==> src/rtl/matmul_operand_feeder.sv <==
// -----------------------------------------------------------------------------
// matmul_operand_feeder
//
// Producer side of a 3x3 MAC-array multiplier. Collects operand matrices W and
// X as three valid/ready beats (beat k = W column k and X row k), then drives
// the array with one clear cycle followed by three load cycles carrying the
// outer-product terms W[:,k] x X[k,:]. After the last load the array settles
// for MAC_LAT cycles, and then done pulses for one cycle.
//
// Optional feature (macro MATMUL_FEED_ACC_EN): adds the acc_mode input,
// sampled on the first beat of a product. When it is set, the clear cycle is
// skipped, so results accumulate onto the current array contents.
//
// Parameters:
//   DW       operand element width (unsigned)
//   MAC_LAT  settle cycles between the last load and done (0..15)
//
// Ports:
//   clk, rst_n            clock, asynchronous active-low reset
//   in_valid / in_ready   operand beat handshake (in_ready is combinational)
//   in_w                  {W[2][k],W[1][k],W[0][k]} for beat k
//   in_x                  {X[k][2],X[k][1],X[k][0]} for beat k
//   flush                 synchronous abort
//   acc_mode              (MATMUL_FEED_ACC_EN only) skip clear for this product
//   data_w1..3, data_x1..3  registered operands to the MAC array
//   load, clear           registered MAC accumulate enable / accumulator clear
//   busy                  high outside IDLE and FILL
//   done                  one-cycle pulse when results are valid in the array
//
// States:
//   state    | meaning
//   S_IDLE   | waiting for the first beat
//   S_FILL   | beats 1..2 outstanding, gaps allowed
//   S_CLEAR  | clear pulse to the array
//   S_FEED   | three load cycles, feed_idx selects the buffered beat
//   S_SETTLE | waiting MAC_LAT cycles for the array pipeline
//   S_DONE   | done pulse
//   S_SCRUB  | clear pulse after a flush that interrupted array activity
// -----------------------------------------------------------------------------
module matmul_operand_feeder #(
  parameter int DW      = 4,
  parameter int MAC_LAT = 1
) (
  input  logic          clk,
  input  logic          rst_n,
  input  logic          in_valid,
  output logic          in_ready,
  input  logic [3*DW-1:0] in_w,
  input  logic [3*DW-1:0] in_x,
  input  logic          flush,
`ifdef MATMUL_FEED_ACC_EN
  input  logic          acc_mode,
`endif
  output logic [DW-1:0] data_w1,
  output logic [DW-1:0] data_w2,
  output logic [DW-1:0] data_w3,
  output logic [DW-1:0] data_x1,
  output logic [DW-1:0] data_x2,
  output logic [DW-1:0] data_x3,
  output logic          load,
  output logic          clear,
  output logic          busy,
  output logic          done
);

  typedef enum logic [2:0] {
    S_IDLE,
    S_FILL,
    S_CLEAR,
    S_FEED,
    S_SETTLE,
    S_DONE,
    S_SCRUB
  } state_t;

  localparam logic [3:0] SETTLE_LOAD = (MAC_LAT > 0) ? 4'(MAC_LAT - 1) : 4'd0;

  state_t              state;
  logic [1:0]          beat_cnt;
  logic [1:0]          feed_idx;
  logic [3:0]          settle_cnt;
  logic [6*DW-1:0]     bus;
  logic [3*DW-1:0]     w_buf [0:2];
  logic [3*DW-1:0]     x_buf [0:2];
  logic [6*DW-1:0]     feed_word [0:2];
  logic                beat;
  logic                skip_clear;

  assign in_ready = ((state == S_IDLE) || (state == S_FILL)) && !flush;
  assign beat     = in_valid && in_ready;

  assign {data_w1, data_w2, data_w3, data_x1, data_x2, data_x3} = bus;

  // Reorder a buffered beat into bus order: data_wi = W[i-1][k], data_xj = X[k][j-1].
  for (genvar k = 0; k < 3; k++) begin : g_feed_word
    assign feed_word[k] = {w_buf[k][DW-1:0], w_buf[k][2*DW-1:DW], w_buf[k][3*DW-1:2*DW],
                           x_buf[k][DW-1:0], x_buf[k][2*DW-1:DW], x_buf[k][3*DW-1:2*DW]};
  end

  // beat_cnt is 0 in IDLE, so it addresses the slot directly in both IDLE and FILL.
  always_ff @(posedge clk) begin
    if (beat) begin
      w_buf[beat_cnt] <= in_w;
      x_buf[beat_cnt] <= in_x;
    end
  end

`ifdef MATMUL_FEED_ACC_EN
  logic acc_q;

  always_ff @(posedge clk or negedge rst_n) begin
    if (!rst_n) begin
      acc_q <= 1'b0;
    end else if (beat && (state == S_IDLE)) begin
      acc_q <= acc_mode;
    end
  end

  assign skip_clear = acc_q;
`else
  assign skip_clear = 1'b0;
`endif

  always_ff @(posedge clk or negedge rst_n) begin
    if (!rst_n) begin
      state      <= S_IDLE;
      beat_cnt   <= 2'd0;
      feed_idx   <= 2'd0;
      settle_cnt <= 4'd0;
      bus        <= '0;
      load       <= 1'b0;
      clear      <= 1'b0;
      busy       <= 1'b0;
      done       <= 1'b0;
    end else begin
      // Outputs default to an idle bus; each transition sets what the next state shows.
      bus   <= '0;
      load  <= 1'b0;
      clear <= 1'b0;
      done  <= 1'b0;
      busy  <= 1'b1;

      case (state)
        S_IDLE: begin
          busy <= 1'b0;
          if (beat) begin
            beat_cnt <= 2'd1;
            state    <= S_FILL;
          end
        end

        S_FILL: begin
          busy <= 1'b0;
          if (flush) begin
            beat_cnt <= 2'd0;
            state    <= S_IDLE;
          end else if (beat) begin
            if (beat_cnt == 2'd2) begin
              beat_cnt <= 2'd0;
              busy     <= 1'b1;
              if (skip_clear) begin
                // Slot 0 was written on an earlier beat, so it is safe to present now.
                feed_idx <= 2'd0;
                load     <= 1'b1;
                bus      <= feed_word[0];
                state    <= S_FEED;
              end else begin
                clear <= 1'b1;
                state <= S_CLEAR;
              end
            end else begin
              beat_cnt <= beat_cnt + 2'd1;
            end
          end
        end

        S_CLEAR: begin
          if (flush) begin
            clear <= 1'b1;
            state <= S_SCRUB;
          end else begin
            feed_idx <= 2'd0;
            load     <= 1'b1;
            bus      <= feed_word[0];
            state    <= S_FEED;
          end
        end

        S_FEED: begin
          if (flush) begin
            clear <= 1'b1;
            state <= S_SCRUB;
          end else if (feed_idx == 2'd2) begin
            if (MAC_LAT == 0) begin
              done  <= 1'b1;
              state <= S_DONE;
            end else begin
              settle_cnt <= SETTLE_LOAD;
              state      <= S_SETTLE;
            end
          end else begin
            feed_idx <= feed_idx + 2'd1;
            load     <= 1'b1;
            bus      <= feed_word[feed_idx + 2'd1];
          end
        end

        S_SETTLE: begin
          if (flush) begin
            clear <= 1'b1;
            state <= S_SCRUB;
          end else if (settle_cnt == 4'd0) begin
            done  <= 1'b1;
            state <= S_DONE;
          end else begin
            settle_cnt <= settle_cnt - 4'd1;
          end
        end

        // Results are already in the array, so a flush here changes nothing.
        S_DONE: begin
          busy  <= 1'b0;
          state <= S_IDLE;
        end

        S_SCRUB: begin
          busy  <= 1'b0;
          state <= S_IDLE;
        end

        default: begin
          busy     <= 1'b0;
          beat_cnt <= 2'd0;
          state    <= S_IDLE;
        end
      endcase
    end
  end

endmodule

==> config.mk <==
export PLATFORM = sky130hd
export DESIGN_NAME = matmul_operand_feeder
export DESIGN_NICKNAME = d
export VERILOG_FILES = /design/src/rtl/matmul_operand_feeder.sv
export SDC_FILE = /design/constraint.sdc
export NUM_CORES = 1
export LEC_CHECK = 0
export ABC_AREA = 1
export BUFFER_PORTS_ARGS = -buffer_cell sky130_fd_sc_hd__buf_2
export CORE_MARGIN = 3
export CORE_UTILIZATION = 30
export CTS_CLUSTER_DIAMETER = 50
export DETAILED_ROUTE_END_ITERATION = 16
export PLACE_DENSITY_LB_ADDON = 0.25
export RECOVER_POWER = 100
export SYNTH_ARGS = -nofsm -noshare
export SYNTH_HDL_FRONTEND = slang
export SYNTH_SLANG_ARGS = --single-unit
==> constraint.sdc <==
create_clock -name clk -period 8 [get_ports clk]
set_input_delay 0.8 -clock clk [delete_from_list [all_inputs] [get_ports clk]]
set_output_delay 0.8 -clock clk [all_outputs]
set_load 0.03 [all_outputs]
==> results of run 1 <==
==> through the flow <==
stage	hold WS, ns	instances	power, W	setup WS (ns)
after floorplan	0.4433	405	0.001164	4.709
after global placement	0.4626	631	0.001289	4.975
after detailed placement	0.4706	631	0.001305	4.818
after CTS	0.4797	647	0.001720	4.822
after global routing	0.5043	647	0.001786	2.374
final	0.4765	647	0.001668	2.982
==> worst max-delay path, stage by stage (launching register included) <==
cell	delay, ns
dfrtp_1	0.32
clkbuf_1	1.38
inv_1	1.00
ha_1	1.06
inv_1	0.60
nand3_1	0.18
o21ai_0	0.11
nand2_1	0.06
o21ai_0	0.14
==> logic make-up after synthesis <==
| group | after synthesis | share of synthesized area, % |
|---|---|---|
| AND/OR/NAND/NOR | 141 | 14.14 |
| flip-flops | 111 | 67.82 |
| adder cells (fa/ha/maj) | 3 | 0.8113 |
| AO/OA/AOI/OAI | 86 | 11.06 |
| buffers and inverters | 62 | 5.787 |
| XOR/XNOR | 2 | 0.3787 |
==> state kept, by name (all words and copies together) (netlist names) <==
| signal | count |
|---|---|
| clear | 1 |
| state | 3 |
| beat_cnt | 2 |
| load | 1 |
| w_buf | 36 |
| done | 1 |
| settle_cnt | 4 |
| feed_idx | 2 |
| x_buf | 36 |
| bus | 24 |
| busy | 1 |
==> cell type report <==
type / count / area (um^2) / share of cell area, %
inverters: 44 / 166.4 / 3.224
clock inverters: 6 / 43.79 / 0.8485
clock buffers: 10 / 229.0 / 4.436
multi-input cells: 232 / 1127 / 21.84
well taps: 184 / 230.2 / 4.461
flip-flops and latches: 111 / 3138 / 60.80
repair buffers: 60 / 226.5 / 4.388
==> placed cells by master, fill, tap and decap left out, types with 2 or more instances in the layout <==
cell type | Yosys | layout
o21ai_0 | 50 | 75
clkbuf_16 | 0 | 9
clkbuf_1 | 7 | 60
dfrtp_1 | 39 | 39
a21oi_1 | 4 | 4
inv_2 | 5 | 4
nor2_1 | 38 | 38
nand3_1 | 36 | 37
nand4_1 | 2 | 3
nor2_4 | 2 | 2
inv_1 | 38 | 39
o21ai_1 | 9 | 3
nor2_2 | 4 | 4
edfxtp_1 | 72 | 72
ha_1 | 3 | 3
nand2_1 | 51 | 52
clkinv_1 | 0 | 2
==> where the power goes <==
part	internal (W)	switching [W]
Clock	0.000213	0.000200
Sequential	0.000708	0.0000423
Combinational	0.000138	0.000367
==> layer usage <==
metal | wire length, um | GRT usage [%] | vias up
li1 | - | - | 1481
met3 | 344 | 2.947 | 9
met2 | 4823 | 20.28 | 55
met5 | 0 | 0 | -
met4 | 164 | 4.951 | 0
met1 | 4244 | 14.16 | 1449
==> final timing paths <==
kind	startpoint	to	slack, ns	cells past startpoint
max	feed_idx[0]	bus[9]	2.98	8
min	settle_cnt[0]	settle_cnt[0]	0.48	1
max reg2reg	feed_idx[0]	bus[9]	2.98	8
min reg2reg	settle_cnt[0]	settle_cnt[0]	0.48	1
max in group asynchronous	rst_n	feed_idx[1]	5.53	1
min in group asynchronous	rst_n	settle_cnt[1]	1.15	1
==> run metrics, run 1 <==
maximum fanout along the worst path 51; clock buffer depth 2; initial drt markers 218; GRT Overall Usage 11.82%; failing checks capacitance limit, slew limit; register bit count reported by yosys 111; # diodes 0; Post-DP Area 5076 um^2; actual slew at the worst max-slew pin 2.331 ns; Top FF cell, synth edfxtp_1; via count 2994; final instance area 5161 um^2; clk_lat worst skew 0.35 ns; hold-fix buffer count after cts 0; Fin Setup TNS 0 ns; Yosys top cell by area edfxtp_1; die width 130.2 um; CTS resizes 0; Syn Nets 436; nets@finish 489; leakage 1.991 nW; Synth cell types 34; largest net degree at the start of global routing 52; Startpoint Class flip-flop; Final Max Slew Viols 143; RSZ-0062 raised after global routing no; Layout Utilization 34.85%; layout cell share with drive strength beyond 1 6.479%; cell with the most instances after synthesis edfxtp_1; max frequency 0.1993 GHz; Max-Cap Viols 4; DP HPWL 6047 um; Ys Warns 0; final setup violation count 0; post-route ant nets 0; Final period util 62.72%; CP required 8.21 ns; FP Rows 44; Post-synth EDFFs 72; Slew HR -55.41%; critical path data arrival time 5.22 ns; worst min-delay path class flip-flop to flip-flop; Die Area 16950 um^2; Num CTS Buffers 9; per-cell routed wire length 14.80 um; vias in the first global route 3009; post-synthesis area per instance 11.42 um^2; Root Buffer clkbuf_16; H-tree depth 3; Clock Skew 0.005980 ns; core area 14810 um^2; port bufs 56; DRC 0; mapped cell area 4627 um^2; GR Overflow Total 0; Initial Util 31.24%; Yosys top cell area share 46.73%; top post-synthesis cells by count edfxtp_1, nand2_1, o21ai_0, dfrtp_1; count of filler cells inserted in the layout 1497; sequential area share after synthesis 67.82%; Layout area overhead 11.55%; first-pass GRT wire length 15210 um; PD cells 323.1 nW/um^2; DR pass1 iterations 4; Setup CP Type flip-flop to flip-flop; status finished with violations; clock slew at reported path FFs 0.07 ns; Final Critical Period 5.018 ns; die boundary height 130.2 um; setup bufs post-CTS 0; Hold Fails Final Rpt 0; maximum VDD drop 114.2 uV; Post-synth ARST share 35.14%; cells after synthesis 405; I/O pins 57; main area contributors after synthesis edfxtp_1, dfrtp_1, o21ai_0; clock sinks 111; TritonCTS clock tree yes; RD Place Congestion 0.7771; DR vias/cell 4.628; CP endpoint kind flip-flop; drt total wl 9578 um; antenna violations before repair 0
Power figures use the tool's default switching activity.
==> inputs of run 2 (changes only) <==
- clock period: 8 -> 4.3 ns (I/O delays scaled with it)
==> run 2 against run 1 <==
  * The flow still finishes with violations (capacitance limit, slew limit)
  * First-iteration DRC count up 3.7%
  * Non-clock buffer count unchanged
  * Register-to-register slack worse by 1.9 ns
  * Count of clock-buffer cells in the layout down 1
  * Flip-flop and latch count unchanged
  * Largest cell class unchanged
  * Largest power group unchanged
==> run metrics, run 2 (synthesis results as in run 1) <==
GRT Overall Usage 12.24% (+0.42 points); actual slew at the worst max-slew pin 2.290 ns (-0.04151 ns); FF-to-FF path depth 8 (unchanged); nets@finish 489 (unchanged); Hold Fails Final Rpt 0 (unchanged); core area 14810 um^2 (unchanged); initial drt markers 226 (+3.7%); per-cell routed wire length 15.33 um (+3.5%); DR pass1 iterations 4 (unchanged); max frequency 0.3128 GHz (+57%); clock sinks 111 (unchanged); count of filler cells inserted in the layout 1504 (+0.47%); Root Buffer clkbuf_16; Max-Cap Viols 3 (-1); Slew HR -52.64% (+2.8 points); FP Rows 44 (unchanged); via count 2963 (-1.0%); final setup violation count 0 (unchanged); post-route ant nets 0 (unchanged); commonest non-fill, non-tap cell in the layout o21ai_0; Final period util 74.35% (+12 points); status finished with violations; hold path start in_w[6]; Final Critical Period 3.197 ns (-1.820 ns); maximum VDD drop 252.5 uV (+120%); Setup CP Type flip-flop to flip-flop; CP required 4.47 ns (-3.74 ns); clock slew at reported path FFs 0.07 ns (about the same); CP endpoint kind flip-flop; antenna violations before repair 0 (unchanged); critical path data arrival time 3.37 ns (-1.85 ns); Num CTS Buffers 9 (unchanged); Initial Util 31.24% (unchanged); Fin Setup TNS 0 ns (unchanged); maximum fanout along the worst path 51 (unchanged); die width 130.2 um (unchanged); TritonCTS clock tree yes; Clock Skew 0.004919 ns (-0.001060 ns); largest net degree at the start of global routing 52 (unchanged); Startpoint Class flip-flop; RD Place Congestion 0.7735 (-0.46%); failing checks capacitance limit, slew limit; layout cell share with drive strength beyond 1 7.127% (+0.65 points); drt total wl 9917 um (+3.5%); leakage 2.016 nW (+1.2%); Final WS setup 1.103 ns (-1.880 ns); DP HPWL 6238 um (+3.2%); Pwr Total 0.003112 W (+87%); port bufs 56 (unchanged); Hold Path End w_buf[0][6]; hold-fix buffer count after cts 0 (unchanged); clock buffer depth 2 (unchanged); worst min-delay path class primary input to flip-flop; Worst R2R Start feed_idx[0]; worst hold stages 1 (unchanged); CTS resizes 0 (unchanged); # diodes 0 (unchanged); clk_lat worst skew 0.34 ns (about the same); Final Max Slew Viols 89 (-38%); I/O pins 57 (unchanged); H-tree depth 3 (unchanged); commonest non-fill, non-tap cells in the layout o21ai_0, edfxtp_1, clkbuf_1, nand2_1, nor2_1; setup bufs post-CTS 0 (unchanged); reg2reg setup slack 1.10 ns (-1.88 ns); die boundary height 130.2 um (unchanged); DRC 0 (unchanged); Layout area overhead 11.41%; PD cells 603.7 nW/um^2 (+87%); first-pass GRT wire length 16100 um (+5.9%); reg2reg end bus[22]; GR Overflow Total 0 (unchanged); RSZ-0062 raised after global routing no; DR vias/cell 4.580 (-1.0%); biggest registers after layout w_buf (36), x_buf (36), bus (24); pre-CTS WS 1.131 ns (-3.687 ns); Die Area 16950 um^2 (unchanged); vias in the first global route 3062 (+1.8%)
[run 2: cell types whose count changed in the layout (fill, tap and decap cells not counted), sizes merged]
cell,previous run,this run
clkinvlp,2,0
clkbuf,69,66
inv,45,47
buf,1,3
clkinv,3,4
[run 2: metrics by stage]
stage / hold WS [ns] / util (%) / area [um^2] / std cells
global placement: 0.4626 / 34.28 / 5076 / 631
floorplan: 0.1344 / - / 4627 / 405
finish: 0.3072 / 34.81 / 5155 / 647
CTS: 0.2714 / 36.14 / 5351 / 647
global route: 0.3165 / 34.81 / 5155 / 647
detailed placement: 0.4715 / 34.28 / 5076 / 631
[run 2: layout make-up]
type / count / area [um^2] / area share (%)
clock inverters: 7 / 50.05 / 0.9709
inverters: 44 / 166.4 / 3.228
multi-input cells: 232 / 1114 / 21.60
repair buffers: 60 / 231.5 / 4.490
well taps: 184 / 230.2 / 4.466
flip-flops and latches: 111 / 3138 / 60.87
clock buffers: 9 / 225.2 / 4.369
[run 2: worst max-delay path by stage]
stage,from,end,slack (ns),depth (start not counted)
3_5_place_dp,feed_idx[0],bus[22],1.13,8
3_3_place_gp,feed_idx[0],bus[22],1.23,8
2_1_floorplan,state[2],w_buf[1][0],1.37,3
4_1_cts,feed_idx[0],bus[22],1.11,8
5_1_grt,feed_idx[0],bus[22],0.64,8
6_report,feed_idx[0],bus[22],1.10,8
[run 2: worst max-delay path: stages, from the launching register on]
cell and delay [ns]:
dfrtp_1 0.32, buf_4 0.39, inv_2 0.33, ha_1 0.86, inv_1 0.60, nand3_1 0.20, o21ai_0 0.10, nand2_1 0.07
o21ai_0 0.11
[run 2: report_power, final]
group	internal, W	switching [W]	total, W
clock	0.000399	0.000385	0.000783
sequential	0.00132	0.0000806	0.00140
combinational	0.000255	0.000676	0.000931
total	0.00197	0.00114	0.00311
[run 2: routing by layer]
| layer | GRT usage (%) | routed length [um] | vias up |
|---|---|---|---|
| li1 | - | - | 1482 |
| met1 | 16.00 | 4470 | 1423 |
| met2 | 20.88 | 5047 | 56 |
| met3 | 2.661 | 360 | 2 |
| met4 | 2.812 | 40 | 0 |
| met5 | 0 | 0 | - |
